<file path="config.mk">
export PLATFORM = sky130hd
export DESIGN_NAME = hazard_unit
export DESIGN_NICKNAME = d
export VERILOG_FILES = /design/src/rtl/hazard_unit.sv
export SDC_FILE = /design/constraint.sdc
export NUM_CORES = 1
export LEC_CHECK = 0
export ABC_AREA = 1
export BUFFER_PORTS_ARGS = -buffer_cell sky130_fd_sc_hd__buf_4
export CORE_AREA = 2 2 104 106
export DETAILED_ROUTE_END_ITERATION = 7
export DIE_AREA = 0 0 106 108
export HOLD_SLACK_MARGIN = 0.02
export PLACE_DENSITY = 0.78
export SLEW_MARGIN = 20
export SYNTH_ARGS = -nofsm -noshare
export SYNTH_HDL_FRONTEND = slang
export SYNTH_SLANG_ARGS = --single-unit
</file>
<file path="constraint.sdc">
create_clock -name clk -period 1.65 [get_ports clk]
set_input_delay 0.2475 -clock clk [delete_from_list [all_inputs] [get_ports clk]]
set_output_delay 0.2475 -clock clk [all_outputs]
set_load 0.02 [all_outputs]
</file>
<file path="src/rtl/hazard_unit.sv">
// hazard_unit: pipeline hazard controller for the 5-stage core.
// Detects load-use and branch-operand hazards, produces forwarding selects,
// tracks data-memory waits with a timeout FSM and counts stall/flush events.
module hazard_unit #(
  parameter int MEM_TIMEOUT = 16,
  parameter int CNT_W       = 32
) (
  input  logic             clk,
  input  logic             rst,
  input  logic [4:0]       RsD,
  input  logic [4:0]       RtD,
  input  logic [4:0]       RsE,
  input  logic [4:0]       RtE,
  input  logic [4:0]       WriteRegE,
  input  logic [4:0]       WriteRegM,
  input  logic [4:0]       WriteRegW,
  input  logic             RegWriteE,
  input  logic             RegWriteM,
  input  logic             RegWriteW,
  input  logic             MemtoRegE,
  input  logic             MemtoRegM,
  input  logic             BranchD,
  input  logic             PCSrcD,
  input  logic             JumpD,
  input  logic             MemReqM,
  input  logic             MemReadyM,
  output logic             PC_Stall,
  output logic             IF_Stall,
  output logic             IF_Flush,
  output logic             ID_Flush,
  output logic             Freeze,
  output logic [1:0]       ForwardAE,
  output logic [1:0]       ForwardBE,
  output logic             ForwardAD,
  output logic             ForwardBD,
  output logic             mem_err,
  output logic [CNT_W-1:0] stall_cnt,
  output logic [CNT_W-1:0] flush_cnt
);

  typedef enum logic [1:0] {
    ST_RUN     = 2'b00,
    ST_MEMWAIT = 2'b01,
    ST_ERROR   = 2'b10
  } state_t;

  localparam logic [7:0]       TIMEOUT_C = 8'(MEM_TIMEOUT);
  localparam logic [CNT_W-1:0] CNT_ONE   = {{(CNT_W-1){1'b0}}, 1'b1};

  // Register $0 is hardwired to zero, so it never creates a dependency.
  function automatic logic reg_match(input logic [4:0] a, input logic [4:0] b);
    return (a == b) && (a != 5'd0);
  endfunction

  state_t     state_r;
  state_t     state_n_s;
  logic [7:0] wait_cnt_r;
  logic [7:0] wait_cnt_n_s;
  logic       mem_err_r;
  logic       mem_err_n_s;
  logic [CNT_W-1:0] stall_cnt_r;
  logic [CNT_W-1:0] flush_cnt_r;

  logic lw_stall_s;
  logic br_stall_s;
  logic hstall_s;
  logic miss_s;
  logic freeze_s;
  logic flush_evt_s;

  // Load-use and branch-operand hazard detection.
  always_comb begin
    lw_stall_s = MemtoRegE & (reg_match(RtE, RsD) | reg_match(RtE, RtD));
    br_stall_s = BranchD &
                 ((RegWriteE & (reg_match(WriteRegE, RsD) | reg_match(WriteRegE, RtD))) |
                  (MemtoRegM & (reg_match(WriteRegM, RsD) | reg_match(WriteRegM, RtD))));
    hstall_s   = lw_stall_s | br_stall_s;
    miss_s     = MemReqM & ~MemReadyM;
    freeze_s   = miss_s | (state_r == ST_ERROR);
  end

  // EX operand A select: MEM result wins over WB result.
  always_comb begin
    if (RegWriteM && reg_match(WriteRegM, RsE)) begin
      ForwardAE = 2'b10;
    end else if (RegWriteW && reg_match(WriteRegW, RsE)) begin
      ForwardAE = 2'b01;
    end else begin
      ForwardAE = 2'b00;
    end
  end

  // EX operand B select: MEM result wins over WB result.
  always_comb begin
    if (RegWriteM && reg_match(WriteRegM, RtE)) begin
      ForwardBE = 2'b10;
    end else if (RegWriteW && reg_match(WriteRegW, RtE)) begin
      ForwardBE = 2'b01;
    end else begin
      ForwardBE = 2'b00;
    end
  end

  // ID comparator operands take the MEM result on a match.
  always_comb begin
    ForwardAD = RegWriteM & reg_match(WriteRegM, RsD);
    ForwardBD = RegWriteM & reg_match(WriteRegM, RtD);
  end

  // Pipeline control priority: reset, freeze, hazard stall, redirect flush.
  // A redirect hidden behind a stall is re-presented once ID advances.
  always_comb begin
    PC_Stall    = 1'b0;
    IF_Stall    = 1'b0;
    IF_Flush    = 1'b0;
    ID_Flush    = 1'b0;
    Freeze      = 1'b0;
    flush_evt_s = 1'b0;
    if (rst) begin
      IF_Flush = 1'b1;
      ID_Flush = 1'b1;
    end else if (freeze_s) begin
      PC_Stall = 1'b1;
      IF_Stall = 1'b1;
      Freeze   = 1'b1;
    end else if (hstall_s) begin
      PC_Stall = 1'b1;
      IF_Stall = 1'b1;
      ID_Flush = 1'b1;
    end else if (PCSrcD || JumpD) begin
      IF_Flush    = 1'b1;
      flush_evt_s = 1'b1;
    end else begin
      flush_evt_s = 1'b0;
    end
  end

  // Memory-wait FSM next state, wait counter and sticky error.
  always_comb begin
    state_n_s    = state_r;
    wait_cnt_n_s = wait_cnt_r;
    mem_err_n_s  = mem_err_r;
    case (state_r)
      ST_RUN: begin
        if (miss_s) begin
          state_n_s    = ST_MEMWAIT;
          wait_cnt_n_s = 8'd1;
        end else begin
          wait_cnt_n_s = 8'd0;
        end
      end
      ST_MEMWAIT: begin
        if (MemReadyM) begin
          state_n_s    = ST_RUN;
          wait_cnt_n_s = 8'd0;
        end else if (wait_cnt_r == TIMEOUT_C) begin
          state_n_s   = ST_ERROR;
          mem_err_n_s = 1'b1;
        end else begin
          wait_cnt_n_s = wait_cnt_r + 8'd1;
        end
      end
      ST_ERROR: begin
        state_n_s = ST_ERROR;
      end
      default: begin
        state_n_s    = ST_RUN;
        wait_cnt_n_s = 8'd0;
      end
    endcase
  end

  // FSM state, wait counter and error flag registers.
  always_ff @(posedge clk) begin
    if (rst) begin
      state_r    <= ST_RUN;
      wait_cnt_r <= 8'd0;
      mem_err_r  <= 1'b0;
    end else begin
      state_r    <= state_n_s;
      wait_cnt_r <= wait_cnt_n_s;
      mem_err_r  <= mem_err_n_s;
    end
  end

  // Profiling counters: unfrozen hazard stalls and redirect flushes.
  always_ff @(posedge clk) begin
    if (rst) begin
      stall_cnt_r <= '0;
      flush_cnt_r <= '0;
    end else begin
      if (hstall_s && !freeze_s) begin
        stall_cnt_r <= stall_cnt_r + CNT_ONE;
      end else begin
        stall_cnt_r <= stall_cnt_r;
      end
      if (flush_evt_s) begin
        flush_cnt_r <= flush_cnt_r + CNT_ONE;
      end else begin
        flush_cnt_r <= flush_cnt_r;
      end
    end
  end

  assign mem_err   = mem_err_r;
  assign stall_cnt = stall_cnt_r;
  assign flush_cnt = flush_cnt_r;

endmodule
</file>
==> results of run 1 <==
-- worst paths after layout --
kind	start	end	slack (ns)
worst max-delay path	WriteRegM[3]	IF_Stall	-0.44
worst min-delay path	MemReqM	state_r[0]	0.20
worst max register to register	flush_cnt[0]	flush_cnt[24]	-0.28
worst min register to register	mem_err	mem_err	0.46
-- cell usage after synthesis (all sizes together), types with 2 or more instances --
master / number / area share
a221oi: 3 / 0.0053
nor3: 26 / 0.026
dfxtp: 75 / 0.30
xor2: 35 / 0.061
xnor2: 26 / 0.046
nor3b: 2 / 0.0030
nand2: 213 / 0.16
nor2: 136 / 0.11
inv: 83 / 0.063
buf: 20 / 0.031
clkbuf: 5 / 0.0038
ha: 4 / 0.010
nand3: 37 / 0.043
and3: 2 / 0.0025
a211oi: 2 / 0.0030
nor4: 8 / 0.010
nand4: 19 / 0.027
a21oi: 58 / 0.058
o21ai: 23 / 0.023
-- worst reg2reg max path: stages (launching register included) --
cell	delay, ns
sky130_fd_sc_hd__dfxtp_4	0.38
sky130_fd_sc_hd__ha_4	0.15
sky130_fd_sc_hd__nand3_4	0.08
sky130_fd_sc_hd__nor2_4	0.12
sky130_fd_sc_hd__nand3_2	0.12
sky130_fd_sc_hd__nor2_4	0.12
sky130_fd_sc_hd__nand2_2	0.08
sky130_fd_sc_hd__nor2_4	0.12
sky130_fd_sc_hd__nand3_4	0.09
sky130_fd_sc_hd__nor2_4	0.17
sky130_fd_sc_hd__inv_1	0.09
sky130_fd_sc_hd__nor2_2	0.14
sky130_fd_sc_hd__nand2_1	0.07
sky130_fd_sc_hd__nand2_1	0.06
sky130_fd_sc_hd__nor2_1	0.04
-- state kept, by name (all words and copies together), names as in the netlist --
name / flops
stall_cnt: 32
flush_cnt: 32
state_r: 2
wait_cnt_r: 8
mem_err: 1
-- area by class of cell --
| class | count | area [um2] | area share |
|---|---|---|---|
| Multi-Input combinational cell | 598 | 3740 | 0.449 |
| Timing Repair Buffer | 278 | 2350 | 0.283 |
| Sequential cell | 75 | 1560 | 0.187 |
| Inverter | 83 | 339 | 0.0407 |
| Tap cell | 136 | 170 | 0.0204 |
| Clock buffer | 10 | 128 | 0.0153 |
| Clock inverter | 6 | 38.8 | 0.00466 |
-- report_power, final --
part | switching [uW] | total (uW) | internal [uW]
registers | 46.7 | 1890 | 1850
logic | 557 | 1070 | 511
clock network | 772 | 1320 | 548
-- cell families (layout without fill, tap and decap cells) --
| logic type | count (synthesis) | in the layout | synth area share |
|---|---|---|---|
| buffers and inverters | 108 | 377 | 0.0974 |
| XOR/XNOR | 61 | 61 | 0.107 |
| AND/OR/NAND/NOR | 444 | 444 | 0.389 |
| adder cells (fa/ha/maj) | 4 | 4 | 0.0100 |
| AO/OA/AOI/OAI | 89 | 89 | 0.0949 |
| flip-flops | 75 | 75 | 0.301 |
-- metrics by stage --
step                      setup TNS [ns]  instances  cell area (um2)
after floorplan                   -0.679        781             5080
after global placement             -4.05       1140             6980
after detailed placement           -6.71       1140             6980
after CTS                          -1.11       1172             7490
after global routing              -13.44       1186             8330
final                              -9.37       1186             8330
-- metal layers --
metal | wire (um) | vias to the layer above
met1 | 7710 | 3092
met2 | 10100 | 416
li1 | - | 3023
met4 | 1100 | 0
met3 | 1530 | 122
met5 | 0 | -
-- what timing repair did --
action,CTS,global route
endpoints found under the setup margin,32,82
setup buffers,15,16
pin swaps,17,60
gates resized for setup,52,204
cloned,1,3
==> flow_results.org, run 1 <==
** Outcome
- Result of the run :: finished with violations
- Failing checks :: negative setup slack

** Placed design
- At the placement stage, the worst setup path has a slack of -0.162 ns.
- Routability-driven placement finished with a final weighted congestion of between 0.9 and 1.
- Number of port buffers :: 122
- Post-DP HPWL :: 11600 um

** Clock network
- At the later pin of the worst-skew pair, clock insertion delay measures approximately 0.37 ns.
- Clock transition time at the flip-flop clock pins of the worst setup and hold paths :: 0.08 ns
- TritonCTS built the clock tree.
- For this design, the sink count on the clock tree is 75.
- The number of hold buffers added after CTS was 0.
- Number of buffers inserted during clock tree synthesis :: 9
- Maximum count of clock buffers along a single path :: 2
- Clock tree synthesis selected as its root buffer the cell sky130_fd_sc_hd__clkbuf_8.
- Deepest level of the CTS H-tree :: 3

** Detailed routing
- Before antenna repair, the detailed router went through 7 iterations.
- Routed via count :: between 6000 and 7000
- Routed Antenna Nets :: 0
- Average via count per standard cell :: around 5.6
- Dividing the detail-routed wire length by the instance count gives roughly 17 um.
- For this block, the initial DRC count from the detailed router was 489.
- Summed over all layers, the routed wires come to roughly 20000 um.
- DRC violation count after routing :: 0

** Critical path
- Counting buffers and inverters, the worst setup path is 14 cells deep.
- The slowest stage of the critical path belongs to the cell sky130_fd_sc_hd__o21ai_1.
- STA classifies the critical path startpoint as a primary input.
- In this run the worst path has a maximum fanout of 5.
- At the worst endpoint, the required time is roughly 1.4 ns.
- Critical path's largest stage delay :: approximately 0.22 ns
- The kind of cell with the highest combined delay along the critical path is simple AND/OR/NAND/NOR gates.
- Bufs and invs on worst path :: 3
- The worst register-to-register path has a depth of 14.
- In this design, the critical path's most frequently occurring cell is sky130_fd_sc_hd__nand2_2.
- Cells along the critical path :: buf_6, nor2_4, nand2_2, nor2_4, nor2_1, nand2_1, nand2_2, nand2_1, nand2_1, nand2_2, nand2_2, o21ai_1, inv_1, buf_6
- STA puts the critical path data arrival time at 1.84 ns.
- The critical path is of the primary input to output port type.
- STA classifies the critical path endpoint as an output port.

** Cells and area
- Of the cells placed in the final design, the portion with a size suffix greater than 1 is 0.473.
- The repair_antennas step left the layout with diodes totalling 0.
- Final #Nets :: 1096
- Compared with the post-synthesis result, the final layout area differs by 67.1%.
- At the end of the flow the core is filled with cells to 0.814.
- Top library cells by usage in the layout, fill and taps aside :: sky130_fd_sc_hd__buf_4, sky130_fd_sc_hd__nand2_1, sky130_fd_sc_hd__nor2_1
- Most frequent standard cell in the layout excluding fill and tap cells :: sky130_fd_sc_hd__buf_4
- Count of filler cells inserted in the layout :: between 600 and 700

** Global route
- GR met3 Demand/Resource :: 0.0446
- For this run, global-route usage on met1 was measured as 0.356.
- Global-route usage over all layers :: 0.283
- Number of global-route vias before repair :: between 5000 and 6000
- Pin count of the biggest net entering global routing :: 36
- Global routing finished with a remaining overflow of 0.
- The first global-routing pass estimated around 26000 um of wire.
- Antenna violations before repair :: 0
- Met2 Usage GRT :: 0.489
- After global routing, the most crowded layer is met2.

** Synthesis
- Dividing the synthesized area by the synthesized cell count gives 6.38 um2.
- Most used flip-flop cell after synthesis :: sky130_fd_sc_hd__dfxtp_1
- The number of different library cells used by synthesis comes to 34.
- Synth Net Count :: about 830
- The mapped netlist covers 4980 um2.
- Number of enable flip-flop cells after synthesis :: 0
- Synthesized instance count :: 781
- The share of the Yosys chip area taken by registers is 0.301.
- Proportion of synthesized flip-flops having asynchronous set or reset :: 0
- Synthesis inferred 75 register bits.
- Yosys printed 0 warnings.

** Worst hold path
- The path class of the tightest hold or removal check is primary input to register.
- Worst hold path cell count :: 3

** Timing
- Achievable frequency :: 480 MHz
- For the pin with the worst max-slew slack, the measured transition is ~0.56 ns.
- Worst clock skew :: ~0.013 ns
- Max transition margin :: 0.627
- Period minus WS final :: 2.09 ns
- Final clock period utilization by the worst path :: 1.26
- Hold slack :: around 0.2 ns
- Max-slew violation total from the final report :: 0
- Final Hold Viols :: 0
- Setup repair after global routing could not meet its margin everywhere.
- Setup violation total in the final timing report :: a little under 70
- Setup ws final :: -0.435 ns

** Power and ir drop
- Summed over all cells, the static leakage comes to 0.00364 uW.
- The design draws around 4300 uW.
- Worst supply voltage drop on vdd :: around 0.00057 V
- P per Cell Area :: around 510 nW/um2

** Floorplanning
- Die Area :: between 10000 and 15000 um2
- The floorplan step set the die height to around 110 um.
- Standard-cell row count :: 37
- The initial utilization of the core area, before any placement, comes to 0.487.
- about 120 I/O pins were placed.
- Core Footprint :: a little over 10000 um2
- Floorplan die width :: ~110 um

** Job
- Max-cap viol count :: 0
Power figures use the tool's default switching activity.
==> inputs of run 2 (changes only) <==
--- a/config.mk
+++ b/config.mk
@@ -7,11 +7,12 @@
 export LEC_CHECK = 0
 export ABC_AREA = 1
 export BUFFER_PORTS_ARGS = -buffer_cell sky130_fd_sc_hd__buf_4
+export CAP_MARGIN = 20
 export CORE_AREA = 2 2 104 106
 export DETAILED_ROUTE_END_ITERATION = 7
 export DIE_AREA = 0 0 106 108
 export HOLD_SLACK_MARGIN = 0.02
-export PLACE_DENSITY = 0.78
+export PLACE_DENSITY = 0.76
 export SLEW_MARGIN = 20
 export SYNTH_ARGS = -nofsm -noshare
 export SYNTH_HDL_FRONTEND = slang
==> run 2 against run 1 <==
Compared with the run above:
- the run still ends with negative setup slack left
- final area is 3.8% lower
- sequential share of layout area rose by 0.96 points
- sequential power is essentially flat
- clock power grew 9%
- via count fell by 7.8%
- die area did not move
- clock skew grew 0.00070 ns
- critical path depth shrank 1
- register-to-register slack improved by 0.11 ns
- fmax up 14%
==> flow_results.org, run 2 (same netlist as run 1, synthesis figures left out) <==
** Critical path
- The data arrival time of the critical path is 1.59 ns (-0.25 ns).
- Origin of the worst setup path :: RtD[1]
- Among the stages of the critical path, the cell type that occurs most often is sky130_fd_sc_hd__nand2_1.
- Worst R2R Path Depth :: 14 (unchanged)
- WP data required :: 1.40 ns (about the same)
- Worst-case register-to-register setup slack :: -0.17 ns (+0.11 ns)
- The worst register-to-register path ends at flush_cnt[30].
- The critical path ends at IF_Flush.
- The largest incremental delay on the critical path is 0.17 ns (-0.05 ns).
- Startpoint Class :: primary input
- STA classifies the critical path endpoint as an output port.
- The peak fanout along the critical path is 4 (-1).
- On the critical path, the stage with the largest delay is an instance of sky130_fd_sc_hd__xnor2_1.
- Launch instance of the worst register-to-register path :: flush_cnt[0]
- Walking the worst path, the cells encountered are buf_4, xnor2_1, nand2_1, nor2_1, nand2_1, nand2_1, nand2_1, nand2_1, nand2_2, nand4_4, buf_12, nand2_4, buf_6.
- The critical path in this run is classified as primary input to output port.

** Detailed routing
- Total Routed Length :: 16900 um (-17%)
- Average via count per standard cell :: 5.20 (-7.2%)
- The post-route DRC violation count came to 0 (unchanged).
- The count of TritonRoute iterations in the first routing pass came to 7 (unchanged).
- The post-detailed-route count of antenna-violating nets is 0 (unchanged).
- The wire length per cell was 14.3 um (-17%).
- The initial detailed-routing violation count is 381 (-22%).
- Routed via count :: 6135 (-7.8%)

** Cells and area
- Final antenna diode count :: 0 (unchanged)
- Fraction of final layout cells with drive strength greater than 1 :: 0.436 (-0.0371)
- The area growth from synthesis to layout is 60.8%.
- Top library cells by usage in the layout, fill and taps aside :: sky130_fd_sc_hd__buf_4, sky130_fd_sc_hd__nand2_1, sky130_fd_sc_hd__nor2_1
- The number of fill cells was 697 (+14%).
- Leaving out fill and tap cells, the most frequent cell in the layout is sky130_fd_sc_hd__buf_4.
- Final #Nets :: 1089 (-0.64%)
- The core utilization of the finished layout is 0.784 (-0.0306).

** Power and ir drop
- Switching power summed over all nets :: 1290 uW (-6.1%)
- Fraction of power consumed by the clock network :: 0.336 (+0.028)
- The power per cell area was 535 nW/um2 (+4.0%).
- The internal power of the cells was 2990 uW (+3.0%).
- Fraction of power spent switching nets :: 0.301 (-0.0198)
- The sequential group share of total power was 0.437 (-0.005).
- The worst voltage drop across the vdd grid came to 0.000499 V (-12%).
- Portion of total power attributed to combinational logic :: 0.227 (-0.022)
- The static leakage is 0.00357 uW (-1.9%).

** Placed design
- The global placer's final weighted congestion was 0.894 (-7.1%).
- Worst slack at placement :: -0.193 ns (-0.0312 ns)
- The count of input and output buffers came to 122 (unchanged).
- Post-DP HPWL :: 11400 um (-2.5%)

** Floorplanning
- The width of the die was 106 um (unchanged).
- Die Area :: 11400 um2 (unchanged)
- Standard-cell row count :: 37 (unchanged)
- The area inside the core boundary came to 10200 um2 (unchanged).
- The boundary pin count is 123 (unchanged).
- Effective utilization at floorplan :: 0.487 (unchanged)
- Die outline height :: 108 um (unchanged)

** Timing
- The final hold violation count came to 0 (unchanged).
- Period minus WS final :: 1.84 ns (-0.250 ns)
- The worst clock skew on the final layout came to 0.0134 ns (+0.000696 ns).
- The count of endpoints failing setup in the final report was 24 (-65%).
- Achievable frequency :: 545 MHz (+14%)
- Max transition margin :: 0.721 (+0.0948)
- The worst-case setup margin in the final layout was -0.186 ns (+0.250 ns).
- The transition time at the pin with the least slew margin is 0.418 ns (-0.142 ns).
- Final clock period utilization by the worst path :: 1.11 (-0.151)
- Setup repair after global routing could not meet its margin everywhere.
- The max-slew violation count was 0 (unchanged).

** Global route
- The via count of the first global-routing pass is 5557 (-2.9%).
- The initial antenna violation count was 0 (unchanged).
- The global-route wire length before repair was 25200 um (-4.3%).
- Global-route congestion overflow total :: 0 (unchanged)
- Global-route usage over all layers :: 0.270 (-0.0131)
- The maximum number of pins on one net before global-route repair came to 36 (unchanged).

** Outcome
- The flow ran to the end, but the final reports show violations.
- Failing checks :: negative setup slack

** Clock network
- The TritonCTS sink count was 75 (unchanged).
- The clock buffer count from CTS came to 9 (unchanged).
- Clock tree synthesis selected as its root buffer the cell sky130_fd_sc_hd__clkbuf_8.
- Clock transition time at the flip-flop clock pins of the worst setup and hold paths :: 0.08 ns (about the same)
- TritonCTS built the clock tree.
- The number of buffers on the longest clock path is 2 (unchanged).
- Deepest level of the CTS H-tree :: 3 (unchanged)
- The clock network latency to the later pin of the worst-skew pair was 0.36 ns (about the same).

** Worst hold path
- The tightest min-delay check is of the primary input to register type.

** Job
- Max-cap viol count :: 0 (unchanged)
==> run 2: cell count changes in the layout (fill, tap and decap cells not counted), sizes merged <==
cell / before / now
clkbuf: 13 / 10
bufinv: 0 / 1
buf: 275 / 270
clkinv: 4 / 5
inv: 85 / 83
clkinvlp: 0 / 1
==> run 2: cell type report <==
cell class / count / area, um2 / share of cell area
multi-input combinational: 598 / 3560 / 0.444
timing repair buffer: 271 / 2190 / 0.273
sequential: 75 / 1580 / 0.196
inverter: 83 / 332 / 0.0414
tap: 136 / 170 / 0.0212
clock buffer: 9 / 124 / 0.0154
clock inverter: 7 / 68.8 / 0.00858
==> run 2: per-stage QoR <==
step / cell area, um2 / power (uW) / hold slack, ns / TNS (ns) / instances
4_1_cts: 7390 / 4200 / 0.157 / -1.43 / 1162
6_report: 8020 / 4290 / 0.176 / -2.02 / 1179
2_1_floorplan: 5080 / 2360 / 0.413 / -0.679 / 781
3_3_place_gp: 6970 / 2710 / 0.443 / -4.39 / 1135
5_1_grt: 8020 / 4460 / 0.198 / -6.71 / 1179
3_5_place_dp: 6970 / 2730 / 0.444 / -8.84 / 1135
==> run 2: what timing repair did <==
item | 4_1_cts | 5_1_grt
setup endpoints to repair | 28 | 66
resized for setup | 43 | 149
gates cloned | 0 | 1
hold buffers | 0 | 0
buffers inserted | 11 | 17
pin swaps | 14 | 66
==> run 2: layer usage <==
layer,wire length [um],vias up,track usage
li1,-,3008,-
met1,6790,2823,0.327
met2,8630,257,0.494
met3,1020,47,0.0446
met4,460,0,0.0761
met5,0,-,0
==> run 2: power by group through the flow <==
stage / logic, uW / registers (uW) / clock network [uW]
3_3_place_gp: 789 / 1930 / 0
2_1_floorplan: 390 / 1970 / 0
5_1_grt: 1050 / 1880 / 1540
3_5_place_dp: 806 / 1930 / 0
4_1_cts: 872 / 1880 / 1450
6_report: 974 / 1870 / 1440
==> run 2: worst max-delay path: cells and delay by family <==
family        cells  cell delay (ns)
simple gates      9             0.78
buf+inv           3             0.38
xor+xnor          1             0.17
==> run 2: worst min-delay path by stage <==
| stage | depth (start not counted) | endpoint | from | slack (ns) |
|---|---|---|---|---|
| detailed placement | 2 | mem_err | mem_err | 0.44 |
| CTS | 4 | wait_cnt_r[7] | MemReadyM | 0.16 |
| finish | 4 | wait_cnt_r[7] | MemReadyM | 0.18 |
| floorplan | 3 | wait_cnt_r[7] | MemReadyM | 0.41 |
| global placement | 2 | mem_err | mem_err | 0.44 |
| global route | 4 | wait_cnt_r[7] | MemReadyM | 0.20 |
